--- src/rtl/mem_stage.sv ---
// Memory stage: passes ALU ops straight to the MEM latch and runs one blocking data-memory
// access per load/store. Define MEM_MISALIGN_TRAP_EN to retire misaligned accesses as traps.
module mem_stage (
  input  logic        clk,
  input  logic        reset,
  input  logic        in_valid,
  input  logic        in_is_load,
  input  logic        in_is_store,
  input  logic        in_wr_reg,
  input  logic [4:0]  in_rd,
  input  logic [31:0] in_pc,
  input  logic [31:0] in_arith,
  input  logic [31:0] in_memaddr,
  output logic        in_ready,
  output logic        dmem_req,
  output logic        dmem_we,
  output logic [31:0] dmem_addr,
  output logic [31:0] dmem_wdata,
  input  logic        dmem_ack,
  input  logic [31:0] dmem_rdata,
  output logic        out_valid,
  output logic        out_wr_reg,
  output logic [4:0]  out_rd,
  output logic [31:0] out_pc,
  output logic [31:0] out_result,
  output logic        out_misalign,
  output logic        fwd_valid,
  output logic [4:0]  fwd_rd,
  output logic [31:0] fwd_value,
  output logic [31:0] stall_cycles
);

  localparam int unsigned XLEN    = 32;
  localparam int unsigned RW      = 5;
  localparam int unsigned WADDR_W = XLEN - 2;

  typedef enum logic {IDLE = 1'b0, ACCESS = 1'b1} state_t;

  state_t               state_q;
  logic [XLEN-1:0]      hold_pc;
  logic [RW-1:0]        hold_rd;
  logic                 hold_wr_reg;
  logic [WADDR_W-1:0]   hold_addr;
  logic [XLEN-1:0]      hold_wdata;
  logic                 hold_we;
  logic [XLEN-1:0]      stall_cnt;
  logic                 is_mem;
  logic                 trap;

  assign is_mem = in_is_load | in_is_store;

`ifdef MEM_MISALIGN_TRAP_EN
  assign trap = is_mem & (in_memaddr[1:0] != 2'b00);
`else
  // Byte offset is dropped: accesses are word-aligned by truncation.
  logic unused_addr_lsb;
  assign unused_addr_lsb = ^in_memaddr[1:0];
  assign trap            = 1'b0;
`endif

  always_ff @(posedge clk) begin
    if (!reset) begin
      state_q      <= IDLE;
      hold_pc      <= '0;
      hold_rd      <= '0;
      hold_wr_reg  <= 1'b0;
      hold_addr    <= '0;
      hold_wdata   <= '0;
      hold_we      <= 1'b0;
      out_valid    <= 1'b0;
      out_wr_reg   <= 1'b0;
      out_rd       <= '0;
      out_pc       <= '0;
      out_result   <= '0;
      out_misalign <= 1'b0;
      stall_cnt    <= '0;
    end else begin
      out_valid <= 1'b0;
      case (state_q)
        IDLE: begin
          if (in_valid) begin
            if (is_mem && !trap) begin
              state_q     <= ACCESS;
              hold_pc     <= in_pc;
              hold_rd     <= in_rd;
              hold_wr_reg <= in_wr_reg;
              hold_addr   <= in_memaddr[XLEN-1:2];
              hold_wdata  <= in_arith;
              hold_we     <= in_is_store;
            end else begin
              // ALU op or trapped misaligned access retires immediately.
              out_valid    <= 1'b1;
              out_pc       <= in_pc;
              out_rd       <= in_rd;
              out_wr_reg   <= in_wr_reg & ~trap;
              out_result   <= trap ? in_memaddr : in_arith;
              out_misalign <= trap;
            end
          end
        end
        ACCESS: begin
          if (dmem_ack) begin
            state_q      <= IDLE;
            out_valid    <= 1'b1;
            out_pc       <= hold_pc;
            out_rd       <= hold_rd;
            out_wr_reg   <= hold_we ? 1'b0 : hold_wr_reg;
            out_result   <= hold_we ? '0 : dmem_rdata;
            out_misalign <= 1'b0;
          end
        end
        default: state_q <= IDLE;
      endcase
      if (state_q == ACCESS && stall_cnt != '1)
        stall_cnt <= stall_cnt + XLEN'(1);
    end
  end

  assign in_ready     = (state_q == IDLE);
  assign dmem_req     = (state_q == ACCESS);
  assign dmem_we      = hold_we;
  assign dmem_addr    = {hold_addr, 2'b00};
  assign dmem_wdata   = hold_wdata;
  assign stall_cycles = stall_cnt;

  assign fwd_valid = out_valid & out_wr_reg & (out_rd != '0);
  assign fwd_rd    = out_rd;
  assign fwd_value = out_result;

endmodule
--- config.mk ---
export PLATFORM = sky130hd
export DESIGN_NAME = mem_stage
export DESIGN_NICKNAME = d
export VERILOG_FILES = /design/src/rtl/mem_stage.sv
export SDC_FILE = /design/constraint.sdc
export NUM_CORES = 1
export LEC_CHECK = 0
export CAP_MARGIN = 20
export CORE_MARGIN = 2
export CORE_UTILIZATION = 39
export CTS_CLUSTER_SIZE = 20
export DETAILED_ROUTE_END_ITERATION = 8
export MAX_ROUTING_LAYER = met4
export PLACE_DENSITY = 0.77
export SYNTH_ARGS = -nofsm -noshare
export SYNTH_HDL_FRONTEND = slang
export SYNTH_SLANG_ARGS = --single-unit
--- constraint.sdc ---
create_clock -name clk -period 1.85 [get_ports clk]
set_input_delay 0.37 -clock clk [delete_from_list [all_inputs] [get_ports clk]]
set_output_delay 0.37 -clock clk [all_outputs]
set_load 0.01 [all_outputs]
==> impl_metrics.prom <==
# TYPE chip_impl_metric gauge
chip_impl_metric{name="irDropWorstVdd",unit="uV"} 630.6
chip_impl_metric{name="clock_sink_count",unit=""} 205
chip_impl_metric{name="total_routing_usage_gr",unit="%"} 22.96
chip_impl_info{name="hp-class",value="input port to register"} 1
chip_impl_info{name="ys_dominant_reg_cell",value="sky130_fd_sc_hd__dfxtp_1"} 1
chip_impl_metric{name="timing.critical_path.required",unit="ns"} 1.48
chip_impl_metric{name="yosys_warnings",unit=""} 0
chip_impl_metric{name="setup-tns-final",unit="ns"} -0.3006
chip_impl_metric{name="layout_cell_share_with_drive_strength_beyond_1",unit="%"} 13.71
chip_impl_metric{name="post_synth_edffs",unit=""} 0
chip_impl_info{name="rsz0062_at_grt",value="true"} 1
chip_impl_metric{name="final_setup_fails",unit=""} 7
chip_impl_info{name="tritoncts",value="yes"} 1
chip_impl_metric{name="timing.final.hold_violations",unit=""} 0
chip_impl_metric{name="clock_insertion_delay_worst_skew",unit="ns"} 0.50
chip_impl_metric{name="routed_wire_length_per_instance",unit="um"} 16.83
chip_impl_metric{name="dp.final_hpwl",unit="mm"} 19.45
chip_impl_metric{name="post-route-min-period",unit="ns"} 2.006
chip_impl_metric{name="timing.final.crit_share",unit="%"} 108.4
chip_impl_metric{name="worst_setup_skew_after_layout",unit="ns"} 0.01019
chip_impl_info{name="crit_path_start_kind",value="register"} 1
chip_impl_info{name="crit_path_start",value="fwd_rd[4]$_SDFFE_PN0P_"} 1
chip_impl_metric{name="fp-row-count",unit=""} 53
chip_impl_metric{name="worst-path-stages",unit=""} 3
chip_impl_metric{name="route.detailed.vias_per_inst",unit=""} 5.160
chip_impl_metric{name="grt_residual_overflow",unit=""} 0
chip_impl_info{name="final_common_cell",value="sky130_fd_sc_hd__clkdlybuf4s50_1"} 1
chip_impl_metric{name="tritoncts.num_buffers",unit=""} 23
chip_impl_info{name="status",value="finished with violations"} 1
chip_impl_metric{name="io-pin-count",unit=""} 349
chip_impl_metric{name="timing.hold.worst_path_depth",unit=""} 3
chip_impl_metric{name="totalWireLength",unit="mm"} 27.58
chip_impl_info{name="cts.root.buffer_cell",value="sky130_fd_sc_hd__clkbuf_16"} 1
chip_impl_metric{name="syn_to_final_growth",unit="%"} 58.43
chip_impl_metric{name="drt_iter0_markers",unit=""} 297
chip_impl_metric{name="layout.filler_cells",unit=""} 1762
chip_impl_metric{name="maximum_number_of_pins_on_one_net_before_global_route_repair",unit=""} 63
chip_impl_metric{name="synth_area_per_cell",unit="um2"} 8.431
chip_impl_metric{name="diodes",unit=""} 0
chip_impl_metric{name="critical_path_arrival",unit="ns"} 1.64
chip_impl_info{name="endpoint_kind",value="output pin"} 1
chip_impl_metric{name="critical_path_peak_fanout",unit=""} 2
chip_impl_info{name="layout_common_cells",value="290 x sky130_fd_sc_hd__clkdlybuf4s50_1, 220 x sky130_fd_sc_hd__nand2_1, 185 x sky130_fd_sc_hd__dfxtp_1, 117 x sky130_fd_sc_hd__a21oi_1, 83 x sky130_fd_sc_hd__nor2_1"} 1
chip_impl_metric{name="place.detailed.instances",unit=""} 1585
chip_impl_info{name="r2r_end",value="stall_cycles[28]$_SDFFE_PN0P_"} 1
chip_impl_info{name="critPathKind",value="register to output pin"} 1
chip_impl_metric{name="clock_path_buffers",unit=""} 3
chip_impl_metric{name="final_antenna_net_count",unit=""} 0
chip_impl_metric{name="cellPowerDensity",unit="mW/mm2"} 835.0
chip_impl_metric{name="postSynthRegisterBits",unit=""} 205
chip_impl_metric{name="netlist-cell-type-count",unit=""} 46
chip_impl_info{name="critical-path-top-delay-family",value="simple AND/OR/NAND/NOR gates"} 1
chip_impl_metric{name="final-max-slew-violation-count",unit=""} 0
chip_impl_metric{name="clkTransAtPathRegs",unit="ns"} 0.06
chip_impl_metric{name="grt_antenna_before_repair",unit=""} 0
chip_impl_metric{name="worstRegToRegCells",unit=""} 6
chip_impl_metric{name="detail_route.drc_violations",unit=""} 0
chip_impl_metric{name="worst_path_largest_cell_delay",unit="ns"} 0.38
chip_impl_info{name="critical_path_capture_point",value="fwd_valid"} 1
chip_impl_info{name="crit_slowest_cell",value="sky130_fd_sc_hd__or3_4"} 1
chip_impl_metric{name="post-route-util",unit="%"} 63.46
chip_impl_metric{name="cts_h_tree_lvls",unit=""} 1
chip_impl_metric{name="starting_density",unit="%"} 40.05
chip_impl_metric{name="first_pass_iters",unit=""} 5
chip_impl_metric{name="fp.dieArea",unit="mm2"} 0.02292
chip_impl_metric{name="mapped_area",unit="mm2"} 0.008473
chip_impl_metric{name="power.leakage",unit="uW"} 0.005178
chip_impl_metric{name="buffer_ports.inserted",unit=""} 343
chip_impl_metric{name="final_cells",unit=""} 1639
chip_impl_metric{name="fmaxAchievable",unit="MHz"} 498.5
chip_impl_metric{name="postSynthCellCount",unit=""} 1005
chip_impl_info{name="worst_r2r_startpoint",value="stall_cycles[8]$_SDFFE_PN0P_"} 1
chip_impl_metric{name="synth-async-reset-ratio",unit="%"} 0
chip_impl_metric{name="r2r_slack",unit="ns"} -0.06
chip_impl_metric{name="grt_first_pass_wirelength",unit="mm"} 40.47
chip_impl_metric{name="die_x",unit="um"} 151.4
chip_impl_metric{name="routed_vias",unit=""} 8458
chip_impl_info{name="cp_cell_sequence",value="or3_4, o311a_1, buf_6"} 1
chip_impl_metric{name="holdBufCountCts",unit=""} 0
chip_impl_metric{name="global_placement_routability_congestion",unit=""} 0.8451
chip_impl_metric{name="floorplan.die.height",unit="um"} 151.4
chip_impl_metric{name="first_global_vias",unit=""} 7815
chip_impl_metric{name="maxCapViolCount",unit=""} 0
chip_impl_metric{name="core-area",unit="mm2"} 0.02115
chip_impl_metric{name="design.final.nets",unit=""} 1489
chip_impl_metric{name="timing.final.ws_setup",unit="ns"} -0.1559
chip_impl_metric{name="cp_num_buf_inv",unit=""} 1
chip_impl_metric{name="ys_seq_area_share",unit="%"} 48.43
chip_impl_info{name="violations",value="setup timing"} 1
==> logic make-up after synthesis <==
kind of cell	count (synthesis)	synth area share [%]
compound gates	251	18.72
xor+xnor	9	0.9304
fa+ha+maj	1	0.1476
buf+inv	124	7.442
flops	205	48.43
mux	41	4.843
other cells	1	0.04426
simple gates	373	19.43
==> tightest hold or removal path, cell delays in order <==
cell                              delay, ns
sky130_fd_sc_hd__clkdlybuf4s50_1       0.40
sky130_fd_sc_hd__nand2_1               0.05
sky130_fd_sc_hd__a21oi_1               0.05
==> worst min-delay path by stage <==
stage / startpoint / endpoint / slack [ns]
4_1_cts: in_memaddr[31] / hold_addr[29]$_SDFFE_PN0P_ / 0.40
6_report: in_memaddr[19] / hold_addr[17]$_SDFFE_PN0P_ / 0.42
3_5_place_dp: hold_addr[5]$_SDFFE_PN0P_ / hold_addr[5]$_SDFFE_PN0P_ / 0.45
5_1_grt: in_memaddr[31] / hold_addr[29]$_SDFFE_PN0P_ / 0.41
3_3_place_gp: hold_rd[3]$_SDFFE_PN0P_ / hold_rd[3]$_SDFFE_PN0P_ / 0.44
2_1_floorplan: hold_pc[0]$_SDFFE_PN0P_ / hold_pc[0]$_SDFFE_PN0P_ / 0.44
==> cells in the mapped netlist (10+ instances only) <==
library cell               number  share of area [%]
sky130_fd_sc_hd__clkbuf_1      64                2.8
sky130_fd_sc_hd__buf_4         40                3.5
sky130_fd_sc_hd__o21ai_0       10               0.59
sky130_fd_sc_hd__dfxtp_1      205                 48
sky130_fd_sc_hd__nor2_1        84                3.7
sky130_fd_sc_hd__a211oi_1      69                6.1
sky130_fd_sc_hd__a21oi_1      120                7.1
sky130_fd_sc_hd__a22oi_1       33                2.9
sky130_fd_sc_hd__mux2i_1       41                4.8
sky130_fd_sc_hd__nand2_1      220                9.7
sky130_fd_sc_hd__nand4_1       10               0.74
sky130_fd_sc_hd__or3_1         11               0.81
sky130_fd_sc_hd__buf_2         12               0.71
==> routing by layer <==
metal / vias up / share of wire (%) / GRT usage [%]
met1: 3996 / 39 / 26.54
li1: 4138 / - / -
met3: 51 / 7.9 / 5.723
met2: 273 / 51 / 39.32
met5: - / 0 / -
met4: 0 / 2.5 / 6.963
==> power breakdown <==
part	internal, uW	total (uW)	switching [uW]
Clock	2570	4350	1790
Combinational	1080	2010	930
Sequential	4680	4840	165
Total	8330	11200	2880
==> layout make-up <==
type	count	area, um2	share of cell area (%)
repair buffers	433	4259	31.73
flip-flops and latches	205	4144	30.87
multi-input cells	679	3926	29.25
clock buffers	37	698.2	5.201
well taps	275	344.1	2.563
inverters	6	30.03	0.2237
clock inverters	4	22.52	0.1678
==> per-stage QoR <==
stage	hold slack [ns]	instance area, um2	setup WS, ns	total power (uW)
3_3_place_gp	0.4409	12440	-0.06958	6920
5_1_grt	0.4069	13420	-0.1993	11710
3_5_place_dp	0.4453	12440	-0.1297	6962
6_report	0.4187	13420	-0.1559	11210
4_1_cts	0.4021	13220	-0.1806	11350
2_1_floorplan	0.4360	8496	0.01368	5839
==> timing repair <==
item                       CTS  global route
setup endpoints to repair   62            40
setup buffers                4             8
cloned                       0             1
gates resized for setup     70            35
pin swaps                    1            11
Power figures use the tool's default switching activity.
